## config.mk

```make
export PLATFORM = sky130hd
export DESIGN_NAME = mem_axi_master_bridge
export DESIGN_NICKNAME = d
export VERILOG_FILES = /design/src/rtl/mem_axi_master_bridge.sv
export SDC_FILE = /design/constraint.sdc
export NUM_CORES = 1
export LEC_CHECK = 0
export ABC_CLOCK_PERIOD_IN_PS = 2400
export CELL_PAD_IN_SITES_DETAIL_PLACEMENT = 1
export CELL_PAD_IN_SITES_GLOBAL_PLACEMENT = 1
export CORE_MARGIN = 1
export CORE_UTILIZATION = 26
export CTS_BUF_LIST = sky130_fd_sc_hd__clkbuf_4
export CTS_CLUSTER_SIZE = 30
export DETAILED_ROUTE_END_ITERATION = 8
export PLACE_DENSITY_LB_ADDON = 0.1
export SLEW_MARGIN = 10
export SYNTH_ARGS = -nofsm -noshare
export SYNTH_HDL_FRONTEND = slang
export SYNTH_SLANG_ARGS = --single-unit
```

## constraint.sdc

```tcl
create_clock -name clk -period 2.4 [get_ports clk]
set_clock_uncertainty 0.15 [all_clocks]
set_input_delay 0.72 -clock clk [delete_from_list [all_inputs] [get_ports clk]]
set_output_delay 0.72 -clock clk [all_outputs]
set_load 0.02 [all_outputs]
```

## src/rtl/mem_axi_master_bridge.sv

```systemverilog
// mem_axi_master_bridge
// Turns single-word memory requests (req/gnt/r_valid) into single-beat AXI4 master
// transactions. Only one transaction is in flight at a time.
//
// Ports:
//   clk, rst_n                 clock, asynchronous active-low reset
//   data_req_i .. data_be_i    memory-side request (wen: 0 = store, 1 = load)
//   data_gnt_o                 request accepted this cycle (IDLE only)
//   data_r_valid_o             one-cycle response pulse for loads and stores
//   data_r_rdata_o             load data, held until the next load response
//   data_err_o                 response was SLVERR/DECERR
//   AXI_master_aw*/w*/b*       AXI4 write address, data and response channels
//   AXI_master_ar*/r*          AXI4 read address and data channels
module mem_axi_master_bridge #(
   parameter int unsigned AXI_ID_WIDTH   = 2,
   parameter int unsigned AXI_ADDR_WIDTH = 10,
   parameter int unsigned AXI_DATA_WIDTH = 32,
   parameter int unsigned AXI_USER_WIDTH = 10,
   parameter int unsigned AXI_ID         = 0
) (
   input  logic                        clk,
   input  logic                        rst_n,
   // Memory-protocol slave side
   input  logic                        data_req_i,
   input  logic [AXI_ADDR_WIDTH-1:0]   data_add_i,
   input  logic                        data_wen_i,
   input  logic [AXI_DATA_WIDTH-1:0]   data_wdata_i,
   input  logic [AXI_DATA_WIDTH/8-1:0] data_be_i,
   output logic                        data_gnt_o,
   output logic                        data_r_valid_o,
   output logic [AXI_DATA_WIDTH-1:0]   data_r_rdata_o,
   output logic                        data_err_o,
   // AXI write address channel
   output logic [AXI_ID_WIDTH-1:0]     AXI_master_awid,
   output logic [AXI_ADDR_WIDTH-1:0]   AXI_master_awaddr,
   output logic [7:0]                  AXI_master_awlen,
   output logic [2:0]                  AXI_master_awsize,
   output logic [1:0]                  AXI_master_awburst,
   output logic                        AXI_master_awlock,
   output logic [3:0]                  AXI_master_awcache,
   output logic [2:0]                  AXI_master_awprot,
   output logic [3:0]                  AXI_master_awregion,
   output logic [3:0]                  AXI_master_awqos,
   output logic [AXI_USER_WIDTH-1:0]   AXI_master_awuser,
   output logic                        AXI_master_awvalid,
   input  logic                        AXI_master_awready,
   // AXI write data channel
   output logic [AXI_DATA_WIDTH-1:0]   AXI_master_wdata,
   output logic [AXI_DATA_WIDTH/8-1:0] AXI_master_wstrb,
   output logic                        AXI_master_wlast,
   output logic [AXI_USER_WIDTH-1:0]   AXI_master_wuser,
   output logic                        AXI_master_wvalid,
   input  logic                        AXI_master_wready,
   // AXI write response channel
   input  logic [AXI_ID_WIDTH-1:0]     AXI_master_bid,
   input  logic [1:0]                  AXI_master_bresp,
   input  logic [AXI_USER_WIDTH-1:0]   AXI_master_buser,
   input  logic                        AXI_master_bvalid,
   output logic                        AXI_master_bready,
   // AXI read address channel
   output logic [AXI_ID_WIDTH-1:0]     AXI_master_arid,
   output logic [AXI_ADDR_WIDTH-1:0]   AXI_master_araddr,
   output logic [7:0]                  AXI_master_arlen,
   output logic [2:0]                  AXI_master_arsize,
   output logic [1:0]                  AXI_master_arburst,
   output logic                        AXI_master_arlock,
   output logic [3:0]                  AXI_master_arcache,
   output logic [2:0]                  AXI_master_arprot,
   output logic [3:0]                  AXI_master_arregion,
   output logic [3:0]                  AXI_master_arqos,
   output logic [AXI_USER_WIDTH-1:0]   AXI_master_aruser,
   output logic                        AXI_master_arvalid,
   input  logic                        AXI_master_arready,
   // AXI read data channel
   input  logic [AXI_ID_WIDTH-1:0]     AXI_master_rid,
   input  logic [AXI_DATA_WIDTH-1:0]   AXI_master_rdata,
   input  logic [1:0]                  AXI_master_rresp,
   input  logic                        AXI_master_rlast,
   input  logic [AXI_USER_WIDTH-1:0]   AXI_master_ruser,
   input  logic                        AXI_master_rvalid,
   output logic                        AXI_master_rready
);

   localparam int unsigned StrbWidth = AXI_DATA_WIDTH / 8;
   localparam logic [2:0]  AxSize    = 3'($clog2(StrbWidth));

   typedef enum logic [2:0] {
      StIdle,
      StWrite,
      StWrResp,
      StRead,
      StRdData
   } state_e;

   state_e                      state_q, state_d;
   logic [AXI_ADDR_WIDTH-1:0]   add_q, add_d;
   logic [AXI_DATA_WIDTH-1:0]   wdata_q, wdata_d;
   logic [StrbWidth-1:0]        be_q, be_d;
   logic                        aw_done_q, aw_done_d;
   logic                        w_done_q, w_done_d;
   logic                        r_valid_q, r_valid_d;
   logic                        err_q, err_d;
   logic [AXI_DATA_WIDTH-1:0]   rdata_q, rdata_d;

   logic aw_valid, w_valid, ar_valid, b_ready, r_ready, gnt;

   always_comb begin
      state_d   = state_q;
      add_d     = add_q;
      wdata_d   = wdata_q;
      be_d      = be_q;
      aw_done_d = aw_done_q;
      w_done_d  = w_done_q;
      r_valid_d = 1'b0;
      err_d     = err_q;
      rdata_d   = rdata_q;
      gnt       = 1'b0;
      aw_valid  = 1'b0;
      w_valid   = 1'b0;
      ar_valid  = 1'b0;
      b_ready   = 1'b0;
      r_ready   = 1'b0;

      unique case (state_q)
         StIdle: begin
            gnt = data_req_i;
            if (data_req_i) begin
               add_d     = data_add_i;
               wdata_d   = data_wdata_i;
               be_d      = data_be_i;
               aw_done_d = 1'b0;
               w_done_d  = 1'b0;
               state_d   = data_wen_i ? StRead : StWrite;
            end
         end
         StWrite: begin
            // AW and W retire independently; each valid drops after its own handshake.
            aw_valid = ~aw_done_q;
            w_valid  = ~w_done_q;
            if (aw_valid && AXI_master_awready) aw_done_d = 1'b1;
            if (w_valid && AXI_master_wready)   w_done_d  = 1'b1;
            if (aw_done_d && w_done_d)          state_d   = StWrResp;
         end
         StWrResp: begin
            b_ready = 1'b1;
            if (AXI_master_bvalid) begin
               r_valid_d = 1'b1;
               err_d     = AXI_master_bresp[1];
               state_d   = StIdle;
            end
         end
         StRead: begin
            ar_valid = 1'b1;
            if (AXI_master_arready) state_d = StRdData;
         end
         StRdData: begin
            r_ready = 1'b1;
            if (AXI_master_rvalid) begin
               rdata_d   = AXI_master_rdata;
               err_d     = AXI_master_rresp[1];
               r_valid_d = 1'b1;
               state_d   = StIdle;
            end
         end
         default: state_d = StIdle;
      endcase
   end

   always_ff @(posedge clk or negedge rst_n) begin
      if (!rst_n) begin
         state_q   <= StIdle;
         add_q     <= '0;
         wdata_q   <= '0;
         be_q      <= '0;
         aw_done_q <= 1'b0;
         w_done_q  <= 1'b0;
         r_valid_q <= 1'b0;
         err_q     <= 1'b0;
         rdata_q   <= '0;
      end else begin
         state_q   <= state_d;
         add_q     <= add_d;
         wdata_q   <= wdata_d;
         be_q      <= be_d;
         aw_done_q <= aw_done_d;
         w_done_q  <= w_done_d;
         r_valid_q <= r_valid_d;
         err_q     <= err_d;
         rdata_q   <= rdata_d;
      end
   end

   assign data_gnt_o     = gnt;
   assign data_r_valid_o = r_valid_q;
   assign data_r_rdata_o = rdata_q;
   assign data_err_o     = err_q;

   assign AXI_master_awid     = AXI_ID_WIDTH'(AXI_ID);
   assign AXI_master_awaddr   = add_q;
   assign AXI_master_awlen    = 8'd0;
   assign AXI_master_awsize   = AxSize;
   assign AXI_master_awburst  = 2'b01;
   assign AXI_master_awlock   = 1'b0;
   assign AXI_master_awcache  = 4'd0;
   assign AXI_master_awprot   = 3'd0;
   assign AXI_master_awregion = 4'd0;
   assign AXI_master_awqos    = 4'd0;
   assign AXI_master_awuser   = '0;
   assign AXI_master_awvalid  = aw_valid;

   assign AXI_master_wdata    = wdata_q;
   assign AXI_master_wstrb    = be_q;
   assign AXI_master_wlast    = 1'b1;
   assign AXI_master_wuser    = '0;
   assign AXI_master_wvalid   = w_valid;

   assign AXI_master_bready   = b_ready;

   assign AXI_master_arid     = AXI_ID_WIDTH'(AXI_ID);
   assign AXI_master_araddr   = add_q;
   assign AXI_master_arlen    = 8'd0;
   assign AXI_master_arsize   = AxSize;
   assign AXI_master_arburst  = 2'b01;
   assign AXI_master_arlock   = 1'b0;
   assign AXI_master_arcache  = 4'd0;
   assign AXI_master_arprot   = 3'd0;
   assign AXI_master_arregion = 4'd0;
   assign AXI_master_arqos    = 4'd0;
   assign AXI_master_aruser   = '0;
   assign AXI_master_arvalid  = ar_valid;

   assign AXI_master_rready   = r_ready;

   // Response IDs, user bits, rlast and the low resp bits carry no meaning here.
   logic unused_inputs;
   assign unused_inputs = ^{AXI_master_bid, AXI_master_buser, AXI_master_bresp[0],
                            AXI_master_rid, AXI_master_ruser, AXI_master_rresp[0],
                            AXI_master_rlast};

endmodule

```

==> impl_metrics.yaml <==
final_layout:
  multi_input_area_mm2: 0.00157
  nNetsFinal: 612
  fillCellCount: 1750
  fin_cells: 718
  regArea_mm2: 0.00213
  final_core_util: 0.385
  finish.instance_area_mm2: 0.00614
  area_growth_pct: 44.0
  drive_gt1_frac: 0.244
floorplanning:
  initial_core_util: 0.268
  die_height_um: 130
  std_cell_rows: 46
  fp.coreArea_mm2: 0.0159
  io_pins: 305
  fp.dieW_um: 130
  dieArea_mm2: 0.0169
global_route:
  grt_pass1_wl_um: 15500
  use_met1: 0.143
  grt_pass1_vias: 2777
  track_usage: 0.123
  top_usage_layer: "met2"
  grt_max_degree: 48
  grt.met3_usage: 0.0549
  use_met2: 0.203
  antenna_found_initial: 1
  overflow: 0
cts:
  clk_latency_ns: 0.44
  cts_root_buf: "clkbuf_4"
  cts_tree: "done"
  clk_pin_slew_ns: 0.14
  cts_made_buffers: 9
  clockBufferDepth: 2
  cts_max_level: 3
  cts.sinks: 85
placement:
  placed_area_mm2: 0.00589
  gp_congestion: 0.674
  dp_hpwl_um: 7800
  port_buffers: 184
  dp.cells: 699
min_path:
  hold_class: "reg -> reg"
  hold_depth: 1
routing:
  drt_iter0_drc: 62
  ant_nets: 0
  viasPerCell: 3.78
  wl_per_cell_um: 14.8
  num_vias: 2715
  drc: 0
  finalWirelength_um: 10600
  first_pass_iters: 2
critical_path:
  required_ns: 1.53
  path_class: "reg -> out"
  worstSetupStartpointType: "flop"
  end_kind: "output port"
  crit_chain: "or3b_4 > nor2_4 > buf_6"
  r2r_cells: 4
  path_max_fanout: 2
  critical_path_arrival_ns: 1.52
  slowest_stage: "dfrtp_1"
  slowest_delay_ns: 0.43
synth:
  ys_ff_latch: 85
  yosysWarningCount: 0
  synth_compound_area_frac: 0.0153
  syn_inst: 313
  postSynthAreaPerCell_um2: 13.6
  synth_mux_area_frac: 0.239
  ys_seq_area_frac: 0.499
  synth_top_family_by_area: "multiplexers"
  synth_fa_ha_area_frac: 0
  yosys.cell_types.count: 27
  synth_simple_gate_area_frac: 0.0285
  synth_xor_area_frac: 0
  netlist_area_mm2: 0.00427
power:
  power_density_mw_per_mm2: 1260
  p_leak_nw: 3.15
  peakVddDrop_v: 0.000402
sta:
  min_period_ns: 2.39
  worstMarginPinSlew_ns: 0.779
  setup_tns_ns: 0
  hold_viol: 0
  max_freq_mhz: 419
  setup_viol: 0
  fin_crit_sh: 0.996
  maxSlewViolCount: 0
  rsz0062_at_grt: "true"
  slew_headroom: 0.480
  whs_ns: 0.369
flow_run:
  cap_violations: 0
status:
  status: "finished, final reports clean"
## through the flow
step / power [mW] / setup slack, ns
final: 7.73 / 0.0106
after global routing: 8.21 / -0.100
after detailed placement: 7.13 / -0.907
after CTS: 7.93 / -0.0723
after floorplan: 5.29 / 0.0218
after global placement: 7.07 / -0.903
## logic make-up after synthesis
logic type	count (synthesis)
DFF	85
other	2
buffers and inverters	116
muxes	81
and+or+nand+nor	18
AOI/OAI and AO/OA	11
## power by group
part           switching (mW)  total (mW)  internal (mW)
Sequential              0.404        2.55           2.15
Combinational            2.09        4.32           2.23
Clock                   0.540       0.860          0.320
Total                    3.03        7.73           4.70
## cell type report
cell class / count / share of cell area
repair buffers: 195 / 0.329
clock inverters: 7 / 0.0122
multi-input cells: 203 / 0.256
inverters: 2 / 0.00122
diodes: 1 / 0.000407
flip-flops and latches: 85 / 0.347
well taps: 216 / 0.0440
clock buffers: 9 / 0.0110
## critical path, delay by kind of cell, from the launching register on
| kind | cells | cell delay, ns |
|---|---|---|
| AND/OR/NAND/NOR | 2 | 0.51 |
| flip-flops | 1 | 0.43 |
| buffers and inverters | 1 | 0.13 |
## sequential cells by signal (all words and copies together), names as in the netlist
signal	cells
AXI_master_araddr	10
AXI_master_wdata	32
AXI_master_wstrb	4
aw_done_q	1
data_err_o	1
data_r_rdata_o	32
data_r_valid_o	1
state_q	3
w_done_q	1
## what timing repair did
item / 4_1_cts / 5_1_grt
endpoints found under the hold margin: 18 / 0
setup endpoints to repair: 71 / 47
resized for setup: 54 / 48
pin swaps: 1 / 1
gates cloned: 0 / 0
hold buffers: 1 / 0
setup buffers: 1 / 0
## synthesized netlist by cell type, drive strengths merged
cell	n	area, µm²
a21oi	6	30.0
a221oi	2	17.5
a31oi	1	6.26
and2	1	6.26
and3b	1	8.76
buf	113	911
clkbuf	1	5.00
conb	2	7.51
dfrtp	85	2130
inv	2	7.51
mux2	81	1020
nand2	3	11.3
nand2b	1	6.26
nand3b	2	15.0
nor2	6	30.0
nor3b	2	26.3
o21ai	1	5.00
o22ai	1	6.26
or2	1	6.26
or3b	1	11.3
## metal layers
metal | vias up | routed length [µm]
met5 | - | 0
met4 | 0 | 126
met3 | 8 | 1100
met2 | 155 | 5160
met1 | 1340 | 4220
li1 | 1212 | -
## placed cells by master (no fill, tap or decap), drive strengths merged, types with 2 or more instances in the layout
master	instances
clkbuf	10
dlygate4sd2	18
clkinv	2
nor2	6
conb	93
a221oi	2
clkdlybuf4s50	117
nor3b	2
nand2	3
a21oi	6
inv	3
clkinvlp	3
dfrtp	85
mux2	81
dlymetal6s2s	41
buf	17
nand3b	2
## path summary, 6_finish.rpt
kind                       slack [ns]                          start                               end
setup / recovery                 0.01         state_q[2]$_DFFE_PN0P_                        data_gnt_o
hold / removal                   0.37  data_r_rdata_o[3]$_DFFE_PN0P_     data_r_rdata_o[3]$_DFFE_PN0P_
setup reg to reg                 0.12         state_q[2]$_DFFE_PN0P_  AXI_master_wdata[11]$_DFFE_PN0P_
hold reg to reg                  0.37  data_r_rdata_o[3]$_DFFE_PN0P_     data_r_rdata_o[3]$_DFFE_PN0P_
max in group asynchronous        0.92                          rst_n   AXI_master_wstrb[2]$_DFFE_PN0P_
min in group asynchronous        0.57                          rst_n    data_r_rdata_o[10]$_DFFE_PN0P_
No activity file was read; power rests on OpenSTA's default activity.
